$ cat config.mk
export PLATFORM = sky130hd
export DESIGN_NAME = mc_merge_buffer
export DESIGN_NICKNAME = d
export VERILOG_FILES = /design/src/rtl/mc_merge_buffer.sv
export SDC_FILE = /design/constraint.sdc
export NUM_CORES = 1
export LEC_CHECK = 0
export ABC_AREA = 1
export ABC_CLOCK_PERIOD_IN_PS = 8200
export BUFFER_PORTS_ARGS = -buffer_cell sky130_fd_sc_hd__buf_2
export CORE_ASPECT_RATIO = 1.5
export CORE_UTILIZATION = 40
export DETAILED_ROUTE_END_ITERATION = 6
export PLACE_DENSITY_LB_ADDON = 0.15
export SLEW_MARGIN = 30
export SYNTH_ARGS = -nofsm -noshare
export SYNTH_HDL_FRONTEND = slang
export SYNTH_SLANG_ARGS = --single-unit
$ cat constraint.sdc
create_clock -name clk -period 8.2 [get_ports clk]
set_clock_uncertainty 0.1 [all_clocks]
set_input_delay 2.46 -clock clk [delete_from_list [all_inputs] [get_ports clk]]
set_output_delay 2.46 -clock clk [all_outputs]
set_load 0.005 [all_outputs]
$ cat src/rtl/mc_merge_buffer.sv
// Multi-channel merge buffer: round-robin arbitration of NUM_CH valid/ready inputs
// into a DEPTH-entry first-word-fall-through FIFO, with source-channel tagging.
module mc_merge_buffer #(
    parameter  int unsigned N      = 32,
    parameter  int unsigned NUM_CH = 2,
    parameter  int unsigned DEPTH  = 4,
    localparam int unsigned CH_W   = (NUM_CH > 1) ? $clog2(NUM_CH) : 1,
    localparam int unsigned CNT_W  = $clog2(DEPTH + 1)
) (
    input  logic                clk,
    input  logic                rst,
    input  logic [NUM_CH*N-1:0] in,
    input  logic [NUM_CH-1:0]   in_en,
    output logic [NUM_CH-1:0]   in_ready,
    output logic [N-1:0]        out,
    output logic [CH_W-1:0]     out_ch,
    output logic                out_valid,
    input  logic                out_en,
    output logic [CNT_W-1:0]    count
);

    localparam int unsigned      AW       = $clog2(DEPTH);
    localparam logic [CNT_W-1:0] FULL_CNT = CNT_W'(DEPTH);
    localparam logic [CH_W-1:0]  LAST_CH  = CH_W'(NUM_CH - 1);

    logic [N-1:0]     r_mem_data [DEPTH];
    logic [CH_W-1:0]  r_mem_ch   [DEPTH];
    logic [AW-1:0]    r_wr_ptr;
    logic [AW-1:0]    r_rd_ptr;
    logic [CNT_W-1:0] r_count;
    logic [CH_W-1:0]  r_rr;

    logic             w_found;
    logic [CH_W-1:0]  w_grant;
    logic [N-1:0]     w_grant_data;
    logic             w_full;
    logic             w_push;
    logic             w_pop;

    // First asserted in_en at or after r_rr, wrapping past the last channel.
    always_comb begin
        int unsigned idx;
        idx          = 0;
        w_found      = 1'b0;
        w_grant      = '0;
        w_grant_data = '0;
        for (int unsigned k = 0; k < NUM_CH; k++) begin
            idx = (32'(r_rr) + k) % NUM_CH;
            if (!w_found && in_en[idx]) begin
                w_found      = 1'b1;
                w_grant      = CH_W'(idx);
                w_grant_data = in[idx*N +: N];
            end
        end
    end

    assign w_full    = (r_count == FULL_CNT);
    assign out_valid = (r_count != '0);
    assign w_push    = w_found && !w_full && !rst;
    assign w_pop     = out_en && out_valid && !rst;
    assign count     = r_count;

    always_comb begin
        in_ready = '0;
        if (w_push) begin
            in_ready[w_grant] = 1'b1;
        end
    end

    always_ff @(posedge clk) begin
        if (rst) begin
            r_wr_ptr <= '0;
            r_rd_ptr <= '0;
            r_count  <= '0;
            r_rr     <= '0;
        end else begin
            if (w_push) begin
                r_wr_ptr <= r_wr_ptr + AW'(1);
                r_rr     <= (w_grant == LAST_CH) ? '0 : w_grant + CH_W'(1);
            end
            if (w_pop) begin
                r_rd_ptr <= r_rd_ptr + AW'(1);
            end
            case ({w_push, w_pop})
                2'b10:   r_count <= r_count + CNT_W'(1);
                2'b01:   r_count <= r_count - CNT_W'(1);
                default: r_count <= r_count;
            endcase
        end
    end

    // Storage is left unreset; occupancy alone decides what is visible.
    always_ff @(posedge clk) begin
        if (w_push) begin
            r_mem_data[r_wr_ptr] <= w_grant_data;
            r_mem_ch[r_wr_ptr]   <= w_grant;
        end
    end

    assign out    = out_valid ? r_mem_data[r_rd_ptr] : '0;
    assign out_ch = out_valid ? r_mem_ch[r_rd_ptr]   : '0;

endmodule

* Yosys cells after proc, flatten, opt, wreduce, memory -nomap -nowiden
Memories as Yosys holds them, arrays and structs flattened. A register that Yosys moved wholly into a read port is not among the register bits.
Cells that the tools add are included.
** Word-level totals
- Register bits :: 8
- Latch bits :: 0
- Memory bits (writable) :: 132
- Memory bits (read-only) :: 0
- Input port bits :: 69
- Memories kept :: 2
** Cells by class
- Add/sub/neg operators :: 6
- $mul :: 0
- Divide/modulo/power cells :: 0
- $lt $le $gt $ge :: 4
- Equality and inequality tests :: 3
- Shift operators :: 2
- Muxes and demuxes :: 23
- Bitwise operators :: 0
- Reductions and logical operators :: 11
** Memory list
- r_mem_data :: depth 4, bits a word 32, read ports 1, clocked after Yosys merged registers in 1, write ports 1, line 26 : logic [N-1:0] r_mem_data [DEPTH];
- r_mem_ch :: depth 4, bits a word 1, read ports 1, clocked after Yosys merged registers in 1, write ports 1, line 27 : logic [CH_W-1:0] r_mem_ch [DEPTH];
** Operators with widths (number)
- $shiftx A64 B7 Y32 :: 2
- $mux W32 :: 3
- $mux W1 :: 13
- $mux W2 :: 5
- $logic_and A1 B1 Y1 :: 6
- $lt A1 B2 Y1 const B :: 3
- $pmux W3 S2 :: 1
- $add A2 B1 Y2 const B :: 2
- $add A3 B1 Y3 const B :: 1
- $eq A3 B3 Y1 const B :: 1
- $logic_not A1 Y1 :: 3
- $reduce_bool A3 Y1 :: 1
- $sub A3 B1 Y3 const B :: 1
- $add A1 B1 Y1 const B :: 2
- $eq A2 B1 Y1 const B :: 1
- $eq A2 B2 Y1 const B :: 1
- $reduce_bool A2 Y1 :: 1
- $demux W1 S1 :: 1
- $ge A1 B1 Y1 const B :: 1

* Logic depth before layout (Yosys ltp)
Gate-level depths: netlist (run 1).
- Depth in word-level cells :: 11
- Gate-level depth with buffers :: 13

* Worst setup path before layout (run 1)
OpenSTA, ideal clock, no wires.
- Kind :: input port to output port
- Start :: in in_en[0]
- End :: out in_ready[0]
- Arrival time :: 2.986 ns
- Data required time :: 5.640 ns
- Path slack :: 2.654 ns
- Stages :: 4
- Path buffers :: 0
- Cell sequence :: inv_1 > o21ai_0 > inv_1 > nor2_1
** Between the ends
- Word-level cells in the longest chain between the ends :: 11
** RTL lines
- start, declared :: line 13 : input logic [NUM_CH-1:0] in_en,
- $mux W1 (implied by the code) (2 in a row) :: line 49 : if (!w_found && in_en[idx]) begin
- $mux W1 :: line 49
- $logic_not A1 Y1 :: line 49
- $logic_and A1 B1 Y1 :: line 49
- $mux W1 * :: line 49
- named net w_grant :: line 34 : logic [CH_W-1:0] w_grant;
- $lt A1 B2 Y1 (implied by the code) / $ge A1 B1 Y1 (equally long branches) :: line 66 : in_ready[w_grant] = 1'b1;
- $logic_and A1 B1 Y1 (implied by the code) :: line 66
- $mux W1 (implied by the code) :: line 66
- $demux W1 S1 * :: line 66
- $mux W2 * :: line 65 : if (w_push) begin
- end, declared :: line 14 : output logic [NUM_CH-1:0] in_ready,
The timed path passes the listed nets; every way through them passes the cells marked *. The select of a mux whose other input is x is not followed.

* Worst setup path in the final report (run 1)
- Start :: in rst
- End :: out in_ready[0]
** Between the ends
- Word-level cells in the longest chain between the ends :: 3
** RTL lines
- start, declared :: line 11 : input logic rst,
- $logic_not A1 Y1 :: line 59 : assign w_push = w_found && !w_full && !rst;
- $logic_and A1 B1 Y1 :: line 59
- $mux W2 :: line 65
Every way passes these cells.

==> qor.csv, run 1 <==
stage;metric;value;unit
status;status;completed;
floorplanning;initial_core_util;0.4086;
logic_synthesis;async_flop_share;0;
routing;postRouteAntennaNets;0;
place;dp_hpwl;9.868;mm
place;place.gp.congestion;0.7396;
logic_synthesis;netlist_instances;758;
logic_synthesis;synth_ff_type;edfxtp_1;
critical_path;reg2reg_from;r_rr;
global_route;antenna_found_initial;1;
logic_synthesis;netlist_area;6850;sq um
critical_path;rrSetupSlack;5030;ps
clock_tree;clock_latency;410;ps
critical_path;arrival;3450;ps
clock_tree;ctsHoldBuffers;0;
worst_hold_path;hold_path_class;register to register;
place;io_buffers;107;
power_and_ir_drop;p_per_area;246.4;nW/um^2
layout;fin_area;8177;sq um
clock_tree;clk_path_buf_depth;2;
logic_synthesis;syn_avg_cell_area;9.037;sq um
sta;finalCritPeriodShare;0.7323;
layout;diodes;0;
logic_synthesis;synth_cell_type_count;17;
sta;worst_pin_slew;835.6;ps
critical_path;path_class;input pin to primary output;
global_route;grt_pass1_wl;26.13;mm
routing;drt_iter0_markers;294;
routing;vias;5393;
global_route;grt_max_degree;69;
sta;rsz0062_at_grt;false;
critical_path;cp_slowest_cell;nand2_1;
sta;setup_viol;0;
clock_tree;root_buffer;clkbuf_16;
critical_path;required;5640;ps
floorplanning;ioPinCount;108;
floorplanning;die_x;108.9;um
critical_path;path_max_fanout;9;
routing;drt_pass1_iterations;7;
critical_path;reg2reg_to;r_mem_data[3][18];
power_and_ir_drop;vdd_ir_drop_max;140.5;uV
routing;vias_per_cell;5.035;
sta;max_freq;0.1665;GHz
floorplanning;coreArea;16760;sq um
critical_path;r2r_cells;6;
sta;drv_slew;0;
routing;routedWlPerCell;15.55;um
logic_synthesis;ys_seq_elements;142;
power_and_ir_drop;p_leak;0.003404;uW
worst_hold_path;holdCritStartpoint;r_wr_ptr[1];
clock_tree;cts_max_level;4;
sta;period_needed;6005;ps
logic_synthesis;syn_nets;833;
place;place_ws;2188;ps
logic_synthesis;synth-edff-count;132;
clock_tree;postCtsSetupBuffers;0;
floorplanning;die_h;162.3;um
global_route;grt.overflow.total;0;
floorplanning;placementRows;58;
critical_path;critPathLaunchType;input pin;
sta;fin_tns_setup;0;ps
routing;routed_wl;16.65;mm
layout;fill_cells;1542;
logic_synthesis;seq_area_frac_synth;0.6079;
worst_hold_path;hold_end;r_wr_ptr[1];
power_and_ir_drop;p_total;2014;uW
clock_tree;clk_pin_slew;60;ps
clock_tree;numCtsBuffers;17;
critical_path;critPathCaptureType;primary output;
place;post_dp_cell_area;7546;sq um
sta;setup_slack;2195;ps
clock_tree;clock-sinks;142;
layout;layout-drive-gt1-share;0.1835;
layout;fin_nets;923;
floorplanning;die_area;17660;sq um
critical_path;path_cells;buf_2 -> nor2_1 -> nand2_1 -> nor2_1 -> buf_2;
clock_tree;cts_tree;done;
global_route;grtUsageTotal;0.1997;
global_route;grt_pass1_vias;5253;
logic_synthesis;yosysWarnings;0;
routing;drc_errors;0;
sta;hold_violations;0;
layout;postLayoutCoreUtil;0.4878;
clock_tree;cts_resized;0;
sta;slew_headroom;0.4423;
critical_path;critPathMaxStageDelay;350;ps
layout;area_delta_synth_final;19.36;%
job;drv_cap;0;
worst_hold_path;holdPathStages;2;
-- logic make-up after synthesis --
| family | after synthesis | synth area share |
|---|---|---|
| buf+inv | 105 | 0.06301 |
| simple gates | 331 | 0.1883 |
| fa+ha+maj | 6 | 0.01205 |
| flops | 142 | 0.6079 |
| compound gates | 174 | 0.1288 |
-- registers in the layout, summed over array words and instances, names as in the netlist, named ones only --
signal	cells
r_mem_data	128
count	3
r_wr_ptr	2
r_rr	1
r_rd_ptr	2
r_mem_ch	4
-- cell usage after synthesis (5+ instances only) --
| library cell | number | area, sq um |
|---|---|---|
| a21oi_1 | 37 | 185.2 |
| buf_1 | 6 | 22.52 |
| buf_2 | 18 | 90.09 |
| clkbuf_1 | 19 | 71.32 |
| dfxtp_1 | 10 | 200.2 |
| edfxtp_1 | 132 | 3964 |
| ha_1 | 5 | 62.56 |
| inv_1 | 56 | 210.2 |
| nand2_1 | 145 | 544.3 |
| nand3_1 | 38 | 190.2 |
| nor2_1 | 148 | 555.5 |
| o21ai_0 | 135 | 675.7 |
-- worst max path at each step --
| stage | cells after the start | start | slack (ps) | to |
|---|---|---|---|---|
| 3_3_place_gp | 6 | in_en[1] | 2200 | in_ready[0] |
| 5_1_grt | 6 | in_en[1] | 1980 | in_ready[0] |
| 6_report | 5 | rst | 2190 | in_ready[0] |
| 3_5_place_dp | 5 | rst | 2190 | in_ready[1] |
| 4_1_cts | 5 | rst | 2190 | in_ready[1] |
| 2_1_floorplan | 4 | in_en[0] | 2650 | in_ready[0] |
-- area by class of cell --
class	instances	area [sq um]	share of cell area
Clock inverter	12	163.9	0.02005
Inverter	58	220.2	0.02693
Clock buffer	20	436.7	0.05340
Timing Repair Buffer	118	638.1	0.07804
Tap cell	210	262.8	0.03213
Sequential cell	142	4167	0.5096
Multi-Input combinational cell	511	2288	0.2799
-- per-stage QoR --
| step | std cells | hold slack (ps) |
|---|---|---|
| finish | 1071 | 419.1 |
| global route | 1071 | 433.6 |
| CTS | 1070 | 410.3 |
| detailed placement | 1038 | 400.4 |
| global placement | 1038 | 395.2 |
| floorplan | 758 | 359.0 |
-- worst max-delay path: cells and delay by family --
family,cells,cell delay [ps]
and+or+nand+nor,3,720
buffers and inverters,2,260
-- cell usage in the layout (no fill, tap or decap), types with 4 or more instances in the layout --
master / synthesis / final
nand2_1: 145 / 145
nor2_1: 148 / 144
o21ai_0: 135 / 135
edfxtp_1: 132 / 132
buf_2: 18 / 107
inv_1: 56 / 55
nand3_1: 38 / 38
a21oi_1: 37 / 37
clkbuf_16: 0 / 17
buf_4: 4 / 10
dfxtp_1: 10 / 8
ha_1: 5 / 5
nor2_4: 0 / 4
clkinvlp_4: 0 / 4
clkinv_4: 0 / 4
-- metal layers --
layer,track usage,up-vias,wire (um)
met1,0.2369,2531,6940
met2,0.3539,132,8761
met5,0,-,17
li1,-,2716,-
met3,0.04133,12,750
met4,0.06757,2,180
-- where the power goes --
part | leakage, uW | internal, uW | switching, uW
Sequential | 0.00131 | 876 | 15.0
Combinational | 0.00182 | 112 | 244
Clock | 0.000277 | 481 | 287
Total | 0.00340 | 1470 | 546
Power figures use the tool's default switching activity.
==> run 2: changes to the inputs <==
- ABC_AREA: 1 -> 0
- ABC_CLOCK_PERIOD_IN_PS: 8200 -> 4860
- clock period: 8.2 -> 4.86 ns (I/O delays scaled with it)
==> run 2 against run 1 <==
Net effect: register-to-register slack worse by 2600 ps; critical path depth up 1; combinational power up 77%; final cell count down 41%.
==> qor.csv, run 2 <==
stage;metric;value;unit
floorplanning;coreArea;14590;sq um
critical_path;arrival;2340;ps
layout;layout-drive-gt1-share;0.4439;
layout;fin_nets;499;
critical_path;path_max_fanout;5;
critical_path;critPathCaptureType;primary output;
clock_tree;cts_max_level;4;
routing;postRouteAntennaNets;0;
job;drv_cap;0;
critical_path;cp_slowest_cell;nor3_2;
logic_synthesis;syn_avg_cell_area;19.27;sq um
critical_path;required;3300;ps
critical_path;crit_family;simple AND/OR/NAND/NOR gates;
layout;largest_reg_flops;128;
floorplanning;ioPinCount;108;
clock_tree;clk_pin_slew;60;ps
sta;max_freq;0.2563;GHz
critical_path;path_cells;buf_2 -> nor2_1 -> nor3_2 -> inv_2 -> nor2_1 -> buf_2;
sta;rsz0062_at_grt;false;
logic_synthesis;yosysWarnings;0;
sta;fin_tns_setup;0;ps
sta;setup_viol;0;
routing;vias;3171;
place;post_dp_cell_area;6683;sq um
clock_tree;ctsHoldBuffers;0;
layout;fin_area;7238;sq um
logic_synthesis;synth-edff-count;132;
routing;drc_errors;0;
clock_tree;clock_latency;420;ps
power_and_ir_drop;seqPwrFrac;0.452;
global_route;grt_pass1_wl;17.21;mm
routing;drt_pass1_iterations;6;
sta;period_needed;3902;ps
place;place_ws;963.6;ps
critical_path;critPathBufInv;3;
logic_synthesis;ys_top_cells_by_area;edfxtp_1 (66%), mux4_2 (12%), a22o_1 (4.7%);
place;io_buffers;107;
place;place.gp.congestion;0.7263;
floorplanning;die_h;151.7;um
clock_tree;clock-sinks;142;
layout;layout_commonest_cell;edfxtp_1;
floorplanning;initial_core_util;0.4093;
floorplanning;placementRows;54;
logic_synthesis;ys_seq_elements;142;
critical_path;critPathMaxStageDelay;320;ps
routing;routedWlPerCell;17.90;um
logic_synthesis;yosysTopAreaCell;edfxtp_1;
logic_synthesis;synth_ff_type;edfxtp_1;
sta;worst_pin_slew;940.4;ps
logic_synthesis;netlist_area;5973;sq um
power_and_ir_drop;p_switching;804.2;uW
layout;mostFrequentLayoutCells;edfxtp_1 (132), buf_2 (107), mux4_2 (33), a22o_1 (32), nor2b_1 (21);
power_and_ir_drop;clkPwrFrac;0.358;
logic_synthesis;seq_area_frac_synth;0.6971;
layout;diodes;0;
logic_synthesis;yosys.cell_count.top_type;edfxtp_1;
power_and_ir_drop;vdd_ir_drop_max;260.5;uV
sta;drv_slew;0;
sta;slew_headroom;0.3730;
logic_synthesis;async_flop_share;0;
global_route;grt_max_degree;37;
layout;largest_register;r_mem_data;
logic_synthesis;netlist_instances;310;
logic_synthesis;synth_cell_type_count;32;
clock_tree;root_buffer;clkbuf_16;
global_route;grt_pass1_vias;3264;
place;dp_hpwl;6.788;mm
sta;setup_slack;957.9;ps
floorplanning;die_x;101.8;um
logic_synthesis;syn_nets;385;
global_route;grt.overflow.total;0;
routing;drt_iter0_markers;100;
status;status;completed;
global_route;grtUsageTotal;0.1610;
power_and_ir_drop;p_comb_frac;0.190;
logic_synthesis;yosysTopAreaCellShare;0.6636;
clock_tree;cts_tree;done;
critical_path;path_class;input pin to primary output;
clock_tree;clk_path_buf_depth;2;
power_and_ir_drop;p_leak;0.002662;uW
clock_tree;cts_resized;0;
floorplanning;die_area;15440;sq um
critical_path;critPathLaunchType;input pin;
routing;vias_per_cell;5.009;
power_and_ir_drop;p_int;2514;uW
routing;routed_wl;11.33;mm
sta;hold_violations;0;
clock_tree;numCtsBuffers;17;
logic_synthesis;synth_common_cells;edfxtp_1 (132), mux4_2 (33), a22o_1 (32);
power_and_ir_drop;p_sw_frac;0.2424;
worst_hold_path;hold_path_class;register to register;
global_route;antenna_found_initial;0;
power_and_ir_drop;p_per_area;458.4;nW/um^2
layout;area_delta_synth_final;21.18;%
clock_tree;postCtsSetupBuffers;0;
sta;finalCritPeriodShare;0.8029;
run 2: routing by layer:
| layer | part of all wire | global-route usage |
|---|---|---|
| met1 | 0.41 | 0.1799 |
| met2 | 0.54 | 0.2811 |
| met3 | 0.037 | 0.04954 |
| met4 | 0.015 | 0.06884 |
| met5 | 0 | 0 |
run 2: stage by stage:
step | power (uW) | hold slack, ps | cells | utilization
finish | 3318 | 389.0 | 633 | 0.4960
global route | 3466 | 437.6 | 633 | 0.4960
CTS | 3365 | 390.9 | 632 | 0.4949
detailed placement | 2174 | 380.9 | 600 | 0.4579
global placement | 2161 | 372.8 | 600 | 0.4576
floorplan | 1964 | 359.1 | 310 | -
run 2: worst paths after layout:
kind,startpoint,end,slack [ps],depth (start not counted)
worst max-delay path,in_en[0],in_ready[0],960,6
worst min-delay path,r_rd_ptr[1],register,390,2
worst max register to register,count[2],count[2],2430,9
worst min register to register,r_rd_ptr[1],register,390,2
run 2: tightest hold or removal path: cells and delay by family (launching register included):
family | cells | cell delay [ps]
flops | 1 | 300
compound gates | 2 | 140
run 2: final cells by class:
| class | count | area (sq um) |
|---|---|---|
| sequential | 142 | 4167 |
| clock inverter | 10 | 96.34 |
| clock buffer | 22 | 444.2 |
| tap | 196 | 245.2 |
| timing repair buffer | 113 | 588.1 |
| fill | 1270 | 7356 |
| inverter | 9 | 33.78 |
| multi-input combinational | 141 | 1664 |
run 2: power by group through the flow:
stage | clock network [uW] | registers [uW] | logic [uW]
global route | 1260 | 1510 | 695
global placement | 0 | 1520 | 640
floorplan | 0 | 1500 | 460
CTS | 1210 | 1500 | 651
finish | 1190 | 1500 | 630
detailed placement | 0 | 1530 | 649
run 2: kinds of logic after synthesis:
| kind of cell | count (synthesis) | synth area share |
|---|---|---|
| AND/OR/NAND/NOR | 54 | 0.06829 |
| AO/OA/AOI/OAI | 44 | 0.06054 |
| adder cells (fa/ha/maj) | 6 | 0.01383 |
| multiplexers | 34 | 0.1263 |
| XOR/XNOR | 3 | 0.004400 |
| buffers and inverters | 27 | 0.02953 |
| flip-flops | 142 | 0.6971 |
